### config.mk
export PLATFORM = sky130hd
export DESIGN_NAME = issue_scoreboard
export DESIGN_NICKNAME = d
export VERILOG_FILES = /design/src/rtl/issue_scoreboard_pkg.sv /design/src/rtl/issue_scoreboard_busy_table.sv /design/src/rtl/issue_scoreboard.sv
export SDC_FILE = /design/constraint.sdc
export NUM_CORES = 1
export LEC_CHECK = 0
export BUFFER_PORTS_ARGS = -buffer_cell sky130_fd_sc_hd__buf_2
export CAP_MARGIN = 20
export CORE_MARGIN = 4
export CORE_UTILIZATION = 38
export CTS_BUF_LIST = sky130_fd_sc_hd__clkbuf_8 sky130_fd_sc_hd__clkbuf_16
export CTS_CLUSTER_DIAMETER = 120
export DETAILED_ROUTE_END_ITERATION = 6
export SYNTH_ARGS = -nofsm -noshare
export SYNTH_HDL_FRONTEND = slang
export SYNTH_HIERARCHICAL = 1
export SYNTH_SLANG_ARGS = --single-unit
### constraint.sdc
create_clock -name clk -period 3.95 [get_ports clk]
set_input_delay 0 -clock clk [delete_from_list [all_inputs] [get_ports clk]]
set_output_delay 0 -clock clk [all_outputs]
set_load 0.005 [all_outputs]
### src/rtl/issue_scoreboard_pkg.sv
// Shared definitions for the issue scoreboard.
//   NREG / REG_W : architectural registers per file and their index width
//   issue_state_e: issue gating state (RUN, WAIT_CTRL)
//   issue_entry_t: decoded fields held in the single-entry issue buffer
package issue_scoreboard_pkg;

    localparam int NREG  = 32;
    localparam int REG_W = 5;

    typedef enum logic {
        RUN       = 1'b0,
        WAIT_CTRL = 1'b1
    } issue_state_e;

    typedef struct packed {
        logic [REG_W-1:0] rs1;
        logic [REG_W-1:0] rs2;
        logic [REG_W-1:0] rd;
        logic             use_rs1;
        logic             use_rs2;
        logic             rs1_f;
        logic             rs2_f;
        logic             rd_f;
        logic             writes_rd;
        logic             is_ctrl;
    } issue_entry_t;

endpackage

### src/rtl/issue_scoreboard_busy_table.sv
// Busy-bit table for the integer and FP register files.
//   set_*   : mark a register busy (wins over a same-cycle clear)
//   clr_*   : writeback completed, clear the register's busy bit
//   a_*/b_* : source read ports, d_* : destination read port
// Integer x0 is held at zero so it never reads busy; FP f0 is ordinary.
module busy_table
    import issue_scoreboard_pkg::*;
(
    input  logic             clk,
    input  logic             rstn,
    input  logic             set_en,
    input  logic [REG_W-1:0] set_idx,
    input  logic             set_f,
    input  logic             clr_en,
    input  logic [REG_W-1:0] clr_idx,
    input  logic             clr_f,
    input  logic [REG_W-1:0] a_idx,
    input  logic             a_f,
    output logic             a_busy,
    input  logic [REG_W-1:0] b_idx,
    input  logic             b_f,
    output logic             b_busy,
    input  logic [REG_W-1:0] d_idx,
    input  logic             d_f,
    output logic             d_busy
);

    logic [NREG-1:0] busy_int_q, busy_int_d;
    logic [NREG-1:0] busy_fp_q,  busy_fp_d;

    always_comb begin
        busy_int_d = busy_int_q;
        busy_fp_d  = busy_fp_q;
        // Clear first so a set to the same register in this cycle wins.
        if (clr_en) begin
            if (clr_f) busy_fp_d[clr_idx]  = 1'b0;
            else       busy_int_d[clr_idx] = 1'b0;
        end
        if (set_en) begin
            if (set_f) busy_fp_d[set_idx]  = 1'b1;
            else       busy_int_d[set_idx] = 1'b1;
        end
        busy_int_d[0] = 1'b0;
    end

    always_ff @(posedge clk or negedge rstn) begin
        if (!rstn) begin
            busy_int_q <= '0;
            busy_fp_q  <= '0;
        end else begin
            busy_int_q <= busy_int_d;
            busy_fp_q  <= busy_fp_d;
        end
    end

    assign a_busy = a_f ? busy_fp_q[a_idx] : busy_int_q[a_idx];
    assign b_busy = b_f ? busy_fp_q[b_idx] : busy_int_q[b_idx];
    assign d_busy = d_f ? busy_fp_q[d_idx] : busy_int_q[d_idx];

endmodule

### src/rtl/issue_scoreboard.sv
// Single-entry issue buffer with RAW/WAW scoreboarding and control-flow
// serialisation, between the decoder and the execute stage.
//   dec_*         : decoded instruction in, dec_valid/dec_ready handshake
//   issue_*       : buffered instruction out, issue_valid/issue_ready handshake
//   wb_*          : writeback completions that release busy registers
//   ctrl_resolved : execute resolved the outstanding branch/jump
//   flush         : squash the buffered instruction
//   stall_cycles  : count of cycles the buffer held an instruction that did not issue
// Register-file geometry (NREG, REG_W) comes from issue_scoreboard_pkg.
//
// state     | meaning
// ----------+---------------------------------------------------------
// RUN       | normal issue, gated only by hazards and buffer occupancy
// WAIT_CTRL | a control instruction issued; hold issue until resolved
module issue_scoreboard
    import issue_scoreboard_pkg::*;
#(
    parameter int CNT_W = 32
) (
    input  logic             clk,
    input  logic             rstn,
    input  logic             dec_valid,
    output logic             dec_ready,
    input  logic [REG_W-1:0] dec_rs1,
    input  logic [REG_W-1:0] dec_rs2,
    input  logic [REG_W-1:0] dec_rd,
    input  logic             dec_use_rs1,
    input  logic             dec_use_rs2,
    input  logic             dec_rs1_f,
    input  logic             dec_rs2_f,
    input  logic             dec_rd_f,
    input  logic             dec_writes_rd,
    input  logic             dec_is_ctrl,
    output logic             issue_valid,
    input  logic             issue_ready,
    output logic [REG_W-1:0] issue_rd,
    output logic             issue_rd_f,
    input  logic             wb_valid,
    input  logic [REG_W-1:0] wb_rd,
    input  logic             wb_f,
    input  logic             ctrl_resolved,
    input  logic             flush,
    output logic [CNT_W-1:0] stall_cycles
);

    issue_entry_t buf_q, buf_d;
    logic         buf_valid_q, buf_valid_d;
    issue_state_e state_q, state_d;
    logic [CNT_W-1:0] stall_q, stall_d;

    logic rs1_busy, rs2_busy, rd_busy;
    logic hazard, issue_fire, accept;
    issue_entry_t dec_entry;

    assign dec_entry = '{
        rs1:       dec_rs1,
        rs2:       dec_rs2,
        rd:        dec_rd,
        use_rs1:   dec_use_rs1,
        use_rs2:   dec_use_rs2,
        rs1_f:     dec_rs1_f,
        rs2_f:     dec_rs2_f,
        rd_f:      dec_rd_f,
        writes_rd: dec_writes_rd,
        is_ctrl:   dec_is_ctrl
    };

    busy_table u_busy (
        .clk     (clk),
        .rstn    (rstn),
        .set_en  (issue_fire && buf_q.writes_rd),
        .set_idx (buf_q.rd),
        .set_f   (buf_q.rd_f),
        .clr_en  (wb_valid),
        .clr_idx (wb_rd),
        .clr_f   (wb_f),
        .a_idx   (buf_q.rs1),
        .a_f     (buf_q.rs1_f),
        .a_busy  (rs1_busy),
        .b_idx   (buf_q.rs2),
        .b_f     (buf_q.rs2_f),
        .b_busy  (rs2_busy),
        .d_idx   (buf_q.rd),
        .d_f     (buf_q.rd_f),
        .d_busy  (rd_busy)
    );

    // Hazards look only at registered busy bits: a writeback this cycle
    // releases the stalled instruction on the next cycle, not this one.
    assign hazard = (buf_q.use_rs1   && rs1_busy) ||
                    (buf_q.use_rs2   && rs2_busy) ||
                    (buf_q.writes_rd && rd_busy);

    assign issue_valid = buf_valid_q && !hazard && (state_q == RUN);
    assign issue_fire  = issue_valid && issue_ready;
    // Refill in the issuing cycle keeps one-per-cycle throughput.
    assign dec_ready   = !flush && (!buf_valid_q || issue_fire);
    assign accept      = dec_valid && dec_ready;

    assign issue_rd     = buf_q.rd;
    assign issue_rd_f   = buf_q.rd_f;
    assign stall_cycles = stall_q;

    always_comb begin
        buf_d       = buf_q;
        buf_valid_d = buf_valid_q;
        state_d     = state_q;
        stall_d     = stall_q;

        if (accept) buf_d = dec_entry;

        if (flush)           buf_valid_d = 1'b0;
        else if (accept)     buf_valid_d = 1'b1;
        else if (issue_fire) buf_valid_d = 1'b0;

        case (state_q)
            RUN:       if (issue_fire && buf_q.is_ctrl) state_d = WAIT_CTRL;
            WAIT_CTRL: if (ctrl_resolved)               state_d = RUN;
            default:                                    state_d = RUN;
        endcase
        if (flush) state_d = RUN;

        if (buf_valid_q && !issue_fire && !flush) stall_d = stall_q + 1'b1;
    end

    always_ff @(posedge clk or negedge rstn) begin
        if (!rstn) begin
            buf_q       <= '0;
            buf_valid_q <= 1'b0;
            state_q     <= RUN;
            stall_q     <= '0;
        end else begin
            buf_q       <= buf_d;
            buf_valid_q <= buf_valid_d;
            state_q     <= state_d;
            stall_q     <= stall_d;
        end
    end

endmodule

==> run_results.csv, run 1 <==
group,metric,value,unit
outcome,status,"finished clean",
worst_setup_path,reg2reg_to,"u_busy/busy_int_q[11]",
worst_setup_path,r2r_setup_slack,0.38,ns
sta,period_needed,3.57,ns
die,rows,47,
grt,overflow,0,
worst_setup_path,worstSetupStartpointType,"flip-flop",
sta,hold_viol,0,
sta,setup_viol,0,
routing,drt_iter0_markers,560,
place,routabilityCongestion,0.884,
worst_setup_path,crit_fanout,9,
die,ioPinCount,75,
sta,rsz0062_at_grt,"false",
sta,skew,0.00962,ns
pwr,power.density,523,nW/µm²
sta,timing.final.crit_share,90.4,%
routing,drtAntennaViolNets,0,
layout,final_area,8020,µm²
sta,relSlewSlack,52.2,%
place,dp_hpwl,13600,µm
clock_network,cts_sinks,119,
sta,worst_slew_pin_slew,0.711,ns
grt,grt_first_pass_wirelength,30100,µm
min_path,worst_hold_path_type,"in -> reg",
die,coreArea,16800,µm²
worst_setup_path,cp_slowest_cell,"dfrtp_1",
clock_network,clk_path_buf_depth,2,
routing,routed-via-count,5359,
sta,finalMaxSlewViolations,0,
routing,drt_wl_total,18700,µm
grt,grt_usage,19.6,%
synth,ys.flop_type,"dfrtp_1",
synth,yosys_warnings,6,
routing,dr.pass1.iters,5,
worst_setup_path,critPathLaunch,"buf_q[19]",
worst_setup_path,cp.arrival,3.89,ns
worst_setup_path,cp-endpoint,"u_busy/busy_int_q[11]",
die,start_util,39.3,%
layout,layout-drive-gt1-share,28.6,%
layout,area_delta_synth_final,21.5,%
pwr,total_leakage_power,3.51,nW
worst_setup_path,worst-r2r-cell-count,11,
die,die-area,19600,µm²
clock_network,clkTransAtPathRegs,0.05,ns
sta,tns,0,ns
layout,n_fill_cell,1542,
grt,grt_max_degree,58,
worst_setup_path,timing.rr.start,"buf_q[19]",
routing,drc_errors,0,
synth,synth_cells,568,
clock_network,clock_latency,0.41,ns
sta,holdWs,0.141,ns
synth,syn_nets,604,
synth,seq_area_frac_synth,45.1,%
synth,async_reset_ff_share,100,%
layout,layout_common_cells,"126 x o21ai_0, 118 x dfrtp_1, 73 x buf_2",
clock_network,postCtsSetupBuffers,0,
worst_setup_path,cp.required,4.27,ns
synth,synth_seq_cells,119,
synth,synth_cell_types,49,
pwr,peakVddDrop,0.284,mV
clock_network,cts_max_level,4,
routing,viasPerCell,5.92,
grt,grt_pass1_vias,5486,
job,max-cap-violations,0,
worst_setup_path,crit_path_max_incr_delay,0.65,ns
die,die_h,140,µm
grt,antenna_found_initial,0,
place,place_area,7170,µm²
place,port_buffers,74,
sta,fmax,280,MHz
synth,synth_edf_count,0,
synth,syn_area_per_cell,11.6,µm²
layout,diodes,0,
layout,final_net_count,709,
synth,synth_area,6600,µm²
routing,post_drt_wl_per_cell,20.7,µm
clock_network,cts_tree,"built",
worst_setup_path,setup.worst_path.end_class,"flip-flop",
worst_setup_path,crit_type,"reg -> reg",
die,fp.dieW,140,µm
worst_setup_path,crit_chain,"buf_4 > mux4_2 > mux2_2 > a21oi_1 > o311ai_1 > a22o_1 > nor3_1 > and3_1 > nor2b_1 > nand3_1 > o21ai_0",
clock_network,cts-buffers-inserted,17,
layout,final_common_cell,"o21ai_0",
clock_network,cts_root_buf,"clkbuf_16",
## power by group
part	switching, mW	total (mW)	internal [mW]
registers	0.313	1.71	1.39
clock network	0.516	1.54	1.03
logic	0.447	0.944	0.497
## worst max-delay path, delay by kind of cell, from the launching register on
family          cells  cell delay, ns
flops               1            0.65
buf+inv             1            0.25
mux                 2            0.57
compound gates      4            0.90
simple gates        4            1.11
## Yosys cell counts (all sizes together) (5+ instances only)
master	number	area, µm²
mux2	26	293
nor2	20	75.1
a22oi	5	37.5
xor2	9	78.8
o21ai	126	631
a21oi	12	60.1
nand3b	7	52.6
or3	6	42.5
mux2i	15	150
buf	21	175
and3	10	62.6
xnor2	22	193
nand3	36	185
or3b	5	43.8
dfrtp	119	2980
mux4	45	1040
clkbuf	8	30.0
nand2	21	78.8
nor2b	8	50.1
nand4	10	62.6
## layout make-up
| cell class | count | area (µm²) | area share, % |
|---|---|---|---|
| clock buffers | 20 | 467 | 5.82 |
| clock inverters | 12 | 134 | 1.67 |
| inverters | 4 | 15.0 | 0.187 |
| multi-input cells | 416 | 3410 | 42.5 |
| flip-flops and latches | 119 | 2980 | 37.1 |
| well taps | 220 | 275 | 3.43 |
| repair buffers | 115 | 743 | 9.26 |
## flip-flops by register name, summed over array words and instances (netlist names)
signal / count
stall_cycles: 32
u_busy/busy_fp_q: 32
buf_q: 16
issue_rd_f: 1
u_busy/busy_int_q: 31
buf_valid_q: 1
issue_rd: 5
state_q: 1
## repair_timing
action,in CTS,in global routing
hold endpoints to repair,78,0
endpoints found under the setup margin,0,10
hold buffers,25,0
resized for setup,0,1
## how the worst min path moves through the flow
| stage | from | to | slack [ns] | cells after the start |
|---|---|---|---|---|
| floorplan | rstn | buf_q[0] | -0.30 | 0 |
| global placement | rstn | stall_cycles[31] | 0.09 | 1 |
| detailed placement | rstn | stall_cycles[30] | 0.10 | 1 |
| CTS | wb_rd[1] | u_busy/busy_int_q[20] | 0.11 | 5 |
| global route | wb_rd[1] | u_busy/busy_int_q[16] | 0.19 | 5 |
| finish | wb_rd[1] | u_busy/busy_int_q[4] | 0.14 | 5 |
## kinds of logic after synthesis
group | Yosys count | synth area share [%]
AO/OA/AOI/OAI | 155 | 12.7
XOR/XNOR | 31 | 4.11
adder cells (fa/ha/maj) | 1 | 0.189
buffers and inverters | 33 | 3.33
flip-flops | 119 | 45.1
multiplexers | 86 | 22.4
AND/OR/NAND/NOR | 143 | 12.2
## metal layers
layer,vias up,routed length (µm),part of all wire (%),track usage [%]
met2,266,8630,46,30.1
met5,-,0,0,0
met1,2679,8110,43,26.5
met3,29,1520,8.1,5.42
met4,0,459,2.5,7.55
li1,2385,-,-,-
## per-stage QoR
stage	power [mW]	setup WS [ns]	instances	utilization, %
global route	4.40	0.193	906	47.7
detailed placement	2.63	0.308	849	42.6
finish	4.19	0.378	906	47.7
floorplan	2.32	0.669	568	-
global placement	2.61	0.399	849	42.6
CTS	4.21	0.283	906	47.7
(Power assumes the default switching activity.)
==> run 2: changes to the inputs <==
--- a/config.mk
+++ b/config.mk
@@ -14,5 +14,4 @@
 export DETAILED_ROUTE_END_ITERATION = 6
 export SYNTH_ARGS = -nofsm -noshare
 export SYNTH_HDL_FRONTEND = slang
-export SYNTH_HIERARCHICAL = 1
 export SYNTH_SLANG_ARGS = --single-unit
==> run_results.csv, run 2 <==
group,metric,value,unit
clock_network,clkTransAtPathRegs,0.06,ns
synth,synth_area_leader_cell,"dfrtp_1",
synth,synthMuxAreaShare,20.8,%
routing,drtAntennaViolNets,0,
layout,layout-drive-gt1-share,25.2,%
worst_setup_path,cp.arrival,4.08,ns
routing,drt_iter0_markers,551,
synth,synthSimpleGateAreaFrac,14.3,%
synth,synth_cells,655,
layout,diodes,0,
die,die_h,144,µm
min_path,worst_hold_path_type,"in -> async",
sta,hold_viol,0,
synth,synth_seq_cells,119,
worst_setup_path,timing.rr.start,"issue_rd[1]",
routing,viasPerCell,6.04,
sta,timing.final.crit_share,95.7,%
layout,n_fill_cell,1660,
place,routabilityCongestion,0.997,
worst_setup_path,crit_chain,"buf_4 > mux2i_1 > nor4_1 > nor4_1 > and4_1 > a221oi_1 > or3b_2 > buf_4 > a21oi_1 > nor2_1 > dlygate4sd3_1",
grt,grt_max_degree,46,
synth,syn_area_per_cell,10.8,µm²
place,dp_hpwl,16100,µm
synth,synth_top_area_share,42.1,%
die,coreArea,18100,µm²
layout,layout_common_cells,"118 x dfrtp_1, 96 x o21ai_0, 73 x buf_2",
worst_setup_path,critPathBufInv,3,
layout,final_net_count,786,
sta,setup_viol,0,
synth,ys_top_cells_by_area,"dfrtp_1 42%, mux4_2 10%, o21ai_0 6.8%",
grt,grt_first_pass_wirelength,34300,µm
layout,multi_input_area,3780,µm²
worst_setup_path,crit_path_max_incr_delay,0.81,ns
outcome,status,"finished clean",
die,start_util,39.0,%
synth,ys.flop_type,"dfrtp_1",
layout,area_delta_synth_final,20.1,%
worst_setup_path,crit_fanout,31,
grt,grt_usage,21.6,%
synth,synthAdderAreaFrac,0.177,%
grt,grt_pass1_vias,5951,
grt,antenna_found_initial,0,
place,dp_slack,0.264,ns
synth,synth_cell_types,55,
worst_setup_path,cp.required,4.25,ns
sta,worst_slew_pin_slew,0.840,ns
sta,skew,0.0141,ns
sta,finalMaxSlewViolations,0,
worst_setup_path,cp_slowest_cell,"dfrtp_1",
clock_network,clock_latency,0.42,ns
pwr,peakVddDrop,0.302,mV
die,ioPinCount,75,
worst_setup_path,worstSetupStartpointType,"flip-flop",
clock_network,cts_tree,"built",
place,port_buffers,74,
die,die-area,20900,µm²
die,rows,49,
sta,relSlewSlack,43.9,%
routing,drc_errors,0,
worst_setup_path,worst-r2r-cell-count,11,
grt,overflow,0,
synth,syn_nets,691,
routing,post_drt_wl_per_cell,22.4,µm
sta,fmax,265,MHz
clock_network,postCtsSetupBuffers,0,
synth,synth_edf_count,0,
synth,synth_area,7070,µm²
synth,async_reset_ff_share,100,%
layout,final_common_cell,"dfrtp_1",
sta,period_needed,3.78,ns
routing,routed-via-count,5993,
routing,dr.pass1.iters,5,
sta,tns,0,ns
worst_setup_path,reg2reg_to,"buf_valid_q",
worst_setup_path,r2r_setup_slack,0.17,ns
clock_network,cts-buffers-inserted,17,
pwr,power.density,563,nW/µm²
synth,synth_top_family_by_area,"multiplexers",
layout,register_area,2980,µm²
worst_setup_path,setup.worst_path.end_class,"flip-flop",
sta,rsz0062_at_grt,"false",
sta,setup_slack,0.170,ns
synth,synth.most_common_cell,"dfrtp_1",
clock_network,cts_max_level,4,
die,fp.dieW,144,µm
synth,seq_area_frac_synth,42.1,%
worst_setup_path,crit_type,"reg -> reg",
clock_network,cts_sinks,119,
worst_setup_path,crit_family,"simple AND/OR/NAND/NOR gates",
clock_network,cts_root_buf,"clkbuf_16",
synth,synth_commonest_cells,"119 x dfrtp_1, 96 x o21ai_0, 49 x nand2_1, 37 x mux2i_1",
job,max-cap-violations,0,
routing,drt_wl_total,22200,µm
synth,yosys_warnings,0,
synth,synth_compound_area_share,14.3,%
pwr,total_leakage_power,3.66,nW
synth,synth-xor-area-share,3.84,%
clock_network,clk_path_buf_depth,2,
[run 2: cell count changes after synthesis, sizes merged, moves of 13 or more]
cell | before | now
mux2i | 15 | 37
mux4 | 45 | 32
nand2 | 21 | 49
o21ai | 126 | 96
o31ai | 1 | 32
[run 2: cell families (layout without fill, tap and decap cells)]
group,count (synthesis),in the layout
adders and majority gates,1,1
muxes,96,96
buffers and inverters,57,165
DFF,119,119
and+or+nand+nor,187,187
xor gates and xnor gates,31,31
AOI/OAI and AO/OA,164,164
[run 2: per-layer routing]
| layer | GRT usage, % | share of wire, % | vias to the layer above |
|---|---|---|---|
| li1 | - | - | 2657 |
| met1 | 29.9 | 43 | 3022 |
| met2 | 33.3 | 47 | 279 |
| met3 | 5.16 | 7.8 | 35 |
| met4 | 7.51 | 2.3 | 0 |
| met5 | 0 | 0 | - |
[run 2: worst reg2reg max path, stage by stage, from the launching register on]
cell	delay (ns)
dfrtp_1	0.81
buf_4	0.28
mux2i_1	0.36
nor4_1	0.09
nor4_1	0.27
and4_1	0.23
a221oi_1	0.06
or3b_2	0.53
buf_4	0.25
a21oi_1	0.17
nor2_1	0.05
dlygate4sd3_1	0.55
[run 2: stage by stage]
step	power, mW	util, %	cell area (µm²)	std cells	hold WS (ns)
floorplan	2.73	-	7070	655	-0.296
global placement	3.16	42.0	7620	932	-0.0347
detailed placement	3.21	42.0	7620	932	-0.0216
CTS	4.79	46.8	8490	992	0.0810
global route	5.01	46.8	8490	992	0.127
finish	4.78	46.8	8490	992	0.0705
[run 2: layout make-up]
type,count,area share [%]
Timing Repair Buffer,123,9.69
Tap cell,229,3.37
Inverter,10,0.442
Sequential cell,119,35.1
Clock buffer,18,5.17
Clock inverter,14,1.77
Multi-Input combinational cell,479,44.5
[run 2: where the power goes]
part	leakage (nW)	switching [mW]	internal, mW
combinational	1.84	0.654	0.714
clock	0.288	0.597	0.949
sequential	1.53	0.425	1.45
total	3.66	1.68	3.11
[run 2: what timing repair did]
action,CTS,global route
resized for setup,0,1
endpoints found under the setup margin,0,3
hold buffers,28,0
endpoints found under the hold margin,62,0
[run 2: worst max path at each step]
stage                      startpoint                     to  depth (start not counted)
after floorplan             buf_q[19]              buf_q[12]                         12
after global placement      buf_q[18]  u_busy.busy_int_q[26]                          9
after detailed placement    buf_q[18]  u_busy.busy_int_q[10]                          9
after CTS                   buf_q[18]            buf_valid_q                         10
after global routing      issue_rd[1]            buf_valid_q                         11
final                     issue_rd[1]            buf_valid_q                         11
